**config.mk**
```make
export PLATFORM = sky130hd
export DESIGN_NAME = ir_drive_commander
export DESIGN_NICKNAME = d
export VERILOG_FILES = /design/src/rtl/ir_drive_pkg.sv /design/src/rtl/ir_drive_commander_watchdog.sv /design/src/rtl/ir_drive_commander.sv
export SDC_FILE = /design/constraint.sdc
export NUM_CORES = 1
export LEC_CHECK = 0
export ABC_CLOCK_PERIOD_IN_PS = 2990
export CORE_AREA = 3 3 69 71
export CTS_CLUSTER_DIAMETER = 80
export DETAILED_ROUTE_END_ITERATION = 10
export DIE_AREA = 0 0 72 74
export GPL_TIMING_DRIVEN = 0
export PLACE_DENSITY = 0.72
export SYNTH_ARGS = -nofsm -noshare
export SYNTH_HDL_FRONTEND = slang
export SYNTH_HIERARCHICAL = 1
export SYNTH_SLANG_ARGS = --single-unit
```
**constraint.sdc**
```tcl
create_clock -name clk -period 2.99 [get_ports clk]
set_input_delay 0.598 -clock clk [delete_from_list [all_inputs] [get_ports clk]]
set_output_delay 0.598 -clock clk [all_outputs]
set_load 0.005 [all_outputs]
```
**src/rtl/ir_drive_pkg.sv**
```systemverilog
// Shared types, NEC key codes and frame field helpers for the IR drive commander.
package ir_drive_pkg;

    typedef enum logic [2:0] {
        MOT_STOP  = 3'd0,
        MOT_LEFT  = 3'd1,
        MOT_RIGHT = 3'd2,
        MOT_FWD   = 3'd3,
        MOT_REV   = 3'd4
    } motion_t;

    localparam logic [7:0] KEY_STOP   = 8'h0C;
    localparam logic [7:0] KEY_LEFT   = 8'h14;
    localparam logic [7:0] KEY_RIGHT  = 8'h18;
    localparam logic [7:0] KEY_FWD    = 8'h1C;
    localparam logic [7:0] KEY_REV    = 8'h10;
    localparam logic [7:0] KEY_SPD_UP = 8'h1B;
    localparam logic [7:0] KEY_SPD_DN = 8'h1F;

    function automatic logic [7:0] frame_addr(input logic [31:0] f);
        return f[31:24];
    endfunction

    function automatic logic [7:0] frame_cmd(input logic [31:0] f);
        return f[23:16];
    endfunction

    function automatic logic [7:0] frame_inv(input logic [31:0] f);
        return f[15:8];
    endfunction

endpackage

```
**src/rtl/ir_drive_commander_watchdog.sv**
```systemverilog
// No-signal watchdog: counts while enabled, expire is a 1-cycle pulse after CYCLES counts.
// CYCLES=0 disables it (expire held low).
module ir_watchdog #(
    parameter int unsigned CYCLES = 1000
) (
    input  logic clk,
    input  logic rst_n,
    input  logic enable,
    input  logic clear,
    output logic expire
);
    localparam int W = (CYCLES > 1) ? $clog2(CYCLES) : 1;
    localparam logic [W-1:0] LAST = W'((CYCLES == 0) ? 0 : CYCLES - 1);

    logic [W-1:0] cnt_q;
    logic [W-1:0] cnt_d;

    assign expire = (CYCLES != 0) && enable && (cnt_q == LAST);

    always_comb begin
        cnt_d = cnt_q + 1'b1;
        if (clear || !enable || expire) begin
            cnt_d = '0;
        end
    end

    always_ff @(posedge clk) begin
        if (!rst_n) begin
            cnt_q <= '0;
        end else begin
            cnt_q <= cnt_d;
        end
    end

endmodule

```
**src/rtl/ir_drive_commander.sv**
```systemverilog
// NEC frame validator and motion/speed controller with no-signal watchdog.
// Optional IR_ERR_COUNT_EN adds a saturating rejected-frame counter (err_count).
//
// state     | meaning
// S_STOP    | motors idle, watchdog held at 0
// S_LEFT    | turning left
// S_RIGHT   | turning right
// S_FWD     | driving forward
// S_REV     | driving in reverse
module ir_drive_commander
    import ir_drive_pkg::*;
#(
    parameter int unsigned CLK_HZ       = 50_000_000,
    parameter int unsigned TIMEOUT_MS   = 500,
    parameter int unsigned SPEED_LEVELS = 8,
    parameter int unsigned SPEED_INIT   = 3,
    parameter bit          ADDR_CHECK   = 1'b1,
    parameter logic [7:0]  IR_ADDR      = 8'h00
`ifdef IR_ERR_COUNT_EN
    ,
    parameter int unsigned ERR_W        = 8
`endif
) (
    input  logic                              clk,
    input  logic                              rst_n,
    input  logic [31:0]                       ir_data,
    input  logic                              data_ready,
    output logic [2:0]                        state_control,
    output logic [$clog2(SPEED_LEVELS)-1:0]   speed_level,
    output logic                              cmd_valid,
    output logic                              cmd_err,
    output logic                              timeout,
    output logic                              toggle
`ifdef IR_ERR_COUNT_EN
    ,
    output logic [ERR_W-1:0]                  err_count
`endif
);
    localparam int SW = $clog2(SPEED_LEVELS);
    localparam logic [SW-1:0] SPD_MAX  = SW'(SPEED_LEVELS - 1);
    localparam logic [SW-1:0] SPD_INIT = SW'(SPEED_INIT);
    localparam int unsigned TIMEOUT_CYC = CLK_HZ / 1000 * TIMEOUT_MS;

    localparam logic [2:0] S_STOP  = 3'(MOT_STOP);
    localparam logic [2:0] S_LEFT  = 3'(MOT_LEFT);
    localparam logic [2:0] S_RIGHT = 3'(MOT_RIGHT);
    localparam logic [2:0] S_FWD   = 3'(MOT_FWD);
    localparam logic [2:0] S_REV   = 3'(MOT_REV);

    logic [2:0]    state_q, state_d;
    logic [SW-1:0] speed_q, speed_d;
    logic          valid_q, err_q, timeout_q, toggle_q;
    logic          known, accept, wd_expire;
    logic [7:0]    f_cmd;
    logic          addr_ok, inv_ok;

    assign f_cmd   = frame_cmd(ir_data);
    assign addr_ok = !ADDR_CHECK || (frame_addr(ir_data) == IR_ADDR);
    assign inv_ok  = frame_inv(ir_data) == ~f_cmd;

    ir_watchdog #(.CYCLES(TIMEOUT_CYC)) u_wdog (
        .clk    (clk),
        .rst_n  (rst_n),
        .enable (state_q != S_STOP),
        .clear  (accept),
        .expire (wd_expire)
    );

    always_comb begin
        state_d = state_q;
        speed_d = speed_q;
        known   = 1'b1;
        case (f_cmd)
            KEY_STOP:   state_d = S_STOP;
            KEY_LEFT:   state_d = S_LEFT;
            KEY_RIGHT:  state_d = S_RIGHT;
            // A direct reversal stops first so the drivetrain never flips polarity in one step.
            KEY_FWD:    state_d = (state_q == S_REV) ? S_STOP : S_FWD;
            KEY_REV:    state_d = (state_q == S_FWD) ? S_STOP : S_REV;
            KEY_SPD_UP: if (speed_q != SPD_MAX) speed_d = speed_q + 1'b1;
            KEY_SPD_DN: if (speed_q != '0)      speed_d = speed_q - 1'b1;
            default:    known = 1'b0;
        endcase
        accept = data_ready && addr_ok && inv_ok && known;
        if (!accept) begin
            state_d = state_q;
            speed_d = speed_q;
            if (wd_expire) state_d = S_STOP;
        end
    end

    always_ff @(posedge clk) begin
        if (!rst_n) begin
            state_q   <= S_STOP;
            speed_q   <= SPD_INIT;
            valid_q   <= 1'b0;
            err_q     <= 1'b0;
            timeout_q <= 1'b0;
            toggle_q  <= 1'b0;
        end else begin
            state_q   <= state_d;
            speed_q   <= speed_d;
            valid_q   <= accept;
            err_q     <= data_ready && !accept;
            timeout_q <= wd_expire && !accept;
            toggle_q  <= toggle_q ^ accept;
        end
    end

`ifdef IR_ERR_COUNT_EN
    logic [ERR_W-1:0] err_cnt_q;

    always_ff @(posedge clk) begin
        if (!rst_n) begin
            err_cnt_q <= '0;
        end else if (data_ready && !accept && (err_cnt_q != '1)) begin
            err_cnt_q <= err_cnt_q + 1'b1;
        end
    end

    assign err_count = err_cnt_q;
`endif

    assign state_control = state_q;
    assign speed_level   = speed_q;
    assign cmd_valid     = valid_q;
    assign cmd_err       = err_q;
    assign timeout       = timeout_q;
    assign toggle        = toggle_q;

endmodule

```
==> impl_results.md <==
* Vias in the first global route at 1656
* CTS tree: built
* Grt ovf at 0
* Crit path from: ir_data[21]
* PostCTS Resize Cnt at 2
* Pwr dens at 358.7 nW/um2
* HP Start: u_wdog/cnt_q[0]$_SDFF_PP0_
* Leak at 0.7949 nW
* Commonest cells in the netlist: dfxtp_1 (35), nor2_1 (22), nand2_1 (16), nand3_1 (15), xor2_1 (14)
* Reg2reg start: u_wdog/cnt_q[0]$_SDFF_PP0_
* Worst Max-Slew Pin Slew at 0.4198 ns
* P&R area growth vs syn at 26.87%
* Most frequent cell after synthesis: dfxtp_1
* Total number of vias at 1731
* Sequential cell area at 700.7 um2
* Syn Area/Cell at 8.770 um2
* Number of synthesized flops with an enable pin at 0
* Root Driver: clkbuf_8
* Tmin final at 2.781 ns
* Hold buffer count at cts at 0
* Flop2flop setup slack at 1.01 ns
* CP Launch Type: input pin
* Placed cell count at 302
* Hold/Removal Path Class: reg2reg
* Initial core utilization at 43.91%
* I/O Pins at 45
* Status: finished clean
* Worst Skew at 0.004469 ns
* Hold Fails Final Rpt at 0
* Crit path kind: in2reg
* Peak VDD IR at 0.1426 mV
* Post-synthesis instance area at 1886 um2
* Register area share after synthesis at 37.16%
* Residual DRC at 0
* Total CTS buffers at 5
* Cells after Synth at 215
* Total Nets Final at 294
* Max-slew headroom at 71.83%
* Vias per cell at 5.584
* Placed cell area at 2301 um2
* DP Wirelength at 3120 um
* Initial antenna violation count at 0
* Multi-input logic area at 1127 um2
* Share of layout cells above drive strength 1 at 8.140%
* Port-buffer cells at 35
* Max FO, Critical Path at 10
* Clk_lat worst skew at 0.28 ns
* Syn. warnings at 6
* Post-CTS setup buffers at 0
* Clock sink count at 35
* Post-Syn Nets at 252
* Max Freq at 359.6 MHz
* Worst-path clk slew at 0.06 ns
* RSZ-0062 raised after global routing: false
* Die X at 72 um
* Fin cells at 310
* Die height at 74 um
* Post-Route Utilization at 55.71%
* Post-DR wirelength/cell at 13.07 um
* Total track usage at 16.97%
* First-pass GRT wire length at 7148 um
* Top cells by area in the synthesized netlist: dfxtp_1 (37%), xor2_1 (6.5%), nor2_1 (4.4%), xnor2_1 (4.2%), nand3_1 (4.0%)
* Initial drt markers at 99
* Clock Path Buffers at 2
* H-tree levels at 2
* DRT antenna net count at 0
* FP Rows at 24
* Fill cells at 399
* Final slew viol count at 0
* Hold_ws at 0.4769 ns
* Total of max-cap violations at 0
* Routed WL at 4052 um
* Worst Path Arrival at 2.95 ns
* Final setup fails at 0
* Ant. Diodes at 0
* Crit. End Element: flip-flop
* Pwr Total at 0.8581 mW
* Ys flop type: dfxtp_1
* FF+latch count, synth at 35
* Post-synth top area share at 37.16%
* Area leader, netlist: dfxtp_1
* DIE AREA at 5328 um2
* First-pass DRT Iterations at 4
* Netlist cell types at 43
* Fraction of registers with async set/reset at 0%
* Gp weighted congestion at 0.7763
* Worst endpoint required time at 3.15 ns
* Fin area at 2392 um2
* Core area at 4294 um2
* Largest net degree at the start of global routing at 11
* Fin crit share at 93.01%
==> cell families (layout without fill, tap and decap cells) <==
kind of cell | after synthesis | in the layout | synth area share (%)
AO/OA/AOI/OAI | 32 | 32 | 11.55
XOR/XNOR | 23 | 23 | 10.68
adder cells (fa/ha/maj) | 2 | 2 | 1.725
buffers and inverters | 14 | 57 | 3.318
flip-flops | 35 | 35 | 37.16
AND/OR/NAND/NOR | 109 | 109 | 35.57
==> worst max-delay path, cell delays in order <==
cell             delay [ns]
clkdlybuf4s50_1        0.43
nor3_1                 0.32
nand4_2                0.27
nor3_2                 0.33
nand2_1                0.14
inv_1                  0.06
and3b_1                0.18
o21ai_1                0.24
clkbuf_4               0.31
a21oi_1                0.05
==> report_power, final <==
part           internal (mW)  switching (mW)  total (mW)  leakage (nW)
clock                  0.163           0.159       0.322        0.0422
sequential             0.467        0.000131       0.467         0.282
combinational         0.0411          0.0279      0.0690         0.471
==> path summary, 6_finish.rpt <==
check / endpoint / cells past startpoint
worst max-delay path: u_wdog/cnt_q[20]$_SDFF_PP0_ / 10
worst min-delay path: u_wdog/cnt_q[0]$_SDFF_PP0_ / 1
worst max register to register: u_wdog/cnt_q[20]$_SDFF_PP0_ / 6
worst min register to register: u_wdog/cnt_q[0]$_SDFF_PP0_ / 1
==> registers in the layout, indices dropped and copies added (netlist names) <==
name	flops
state_control	3
toggle	1
cmd_valid	1
timeout	1
cmd_err	1
speed_level	3
u_wdog/cnt_q	25
==> final cells by class <==
type | instances | area share (%)
Multi-Input combinational cell | 166 | 47.12
Sequential cell | 35 | 29.29
Timing Repair Buffer | 35 | 14.64
Clock buffer | 7 | 3.190
Tap cell | 52 | 2.720
Buffer | 6 | 1.569
Inverter | 8 | 1.255
Clock inverter | 1 | 0.2092
==> layout by cell type (no fill, tap or decap), types with 5 or more instances in the layout <==
master           count
a21oi_1             13
and4_1               5
clkbuf_8             5
clkdlybuf4s50_1     35
dfxtp_1             35
inv_1                8
nand2_1             16
nand3_1             15
nand4_1              9
nor2_1              22
nor4_1               5
o31ai_1              8
or3_1                5
or4_1                8
xnor2_1              9
xor2_1              14
==> metal layers <==
layer	global-route usage (%)	up-vias	routed length [um]
met4	7.307	0	46
met5	0	-	0
met2	28.27	53	1944
met1	19.50	795	1769
li1	-	879	-
met3	6.622	4	292
==> per-stage QoR <==
step                      setup TNS (ns)  setup WS, ns
after detailed placement          -7.616       -0.3955
after global routing                   0      0.006587
after global placement            -6.909       -0.3627
after CTS                              0       0.05575
after floorplan                        0        0.5441
final                                  0        0.2089
No activity file was read; power rests on OpenSTA's default activity.
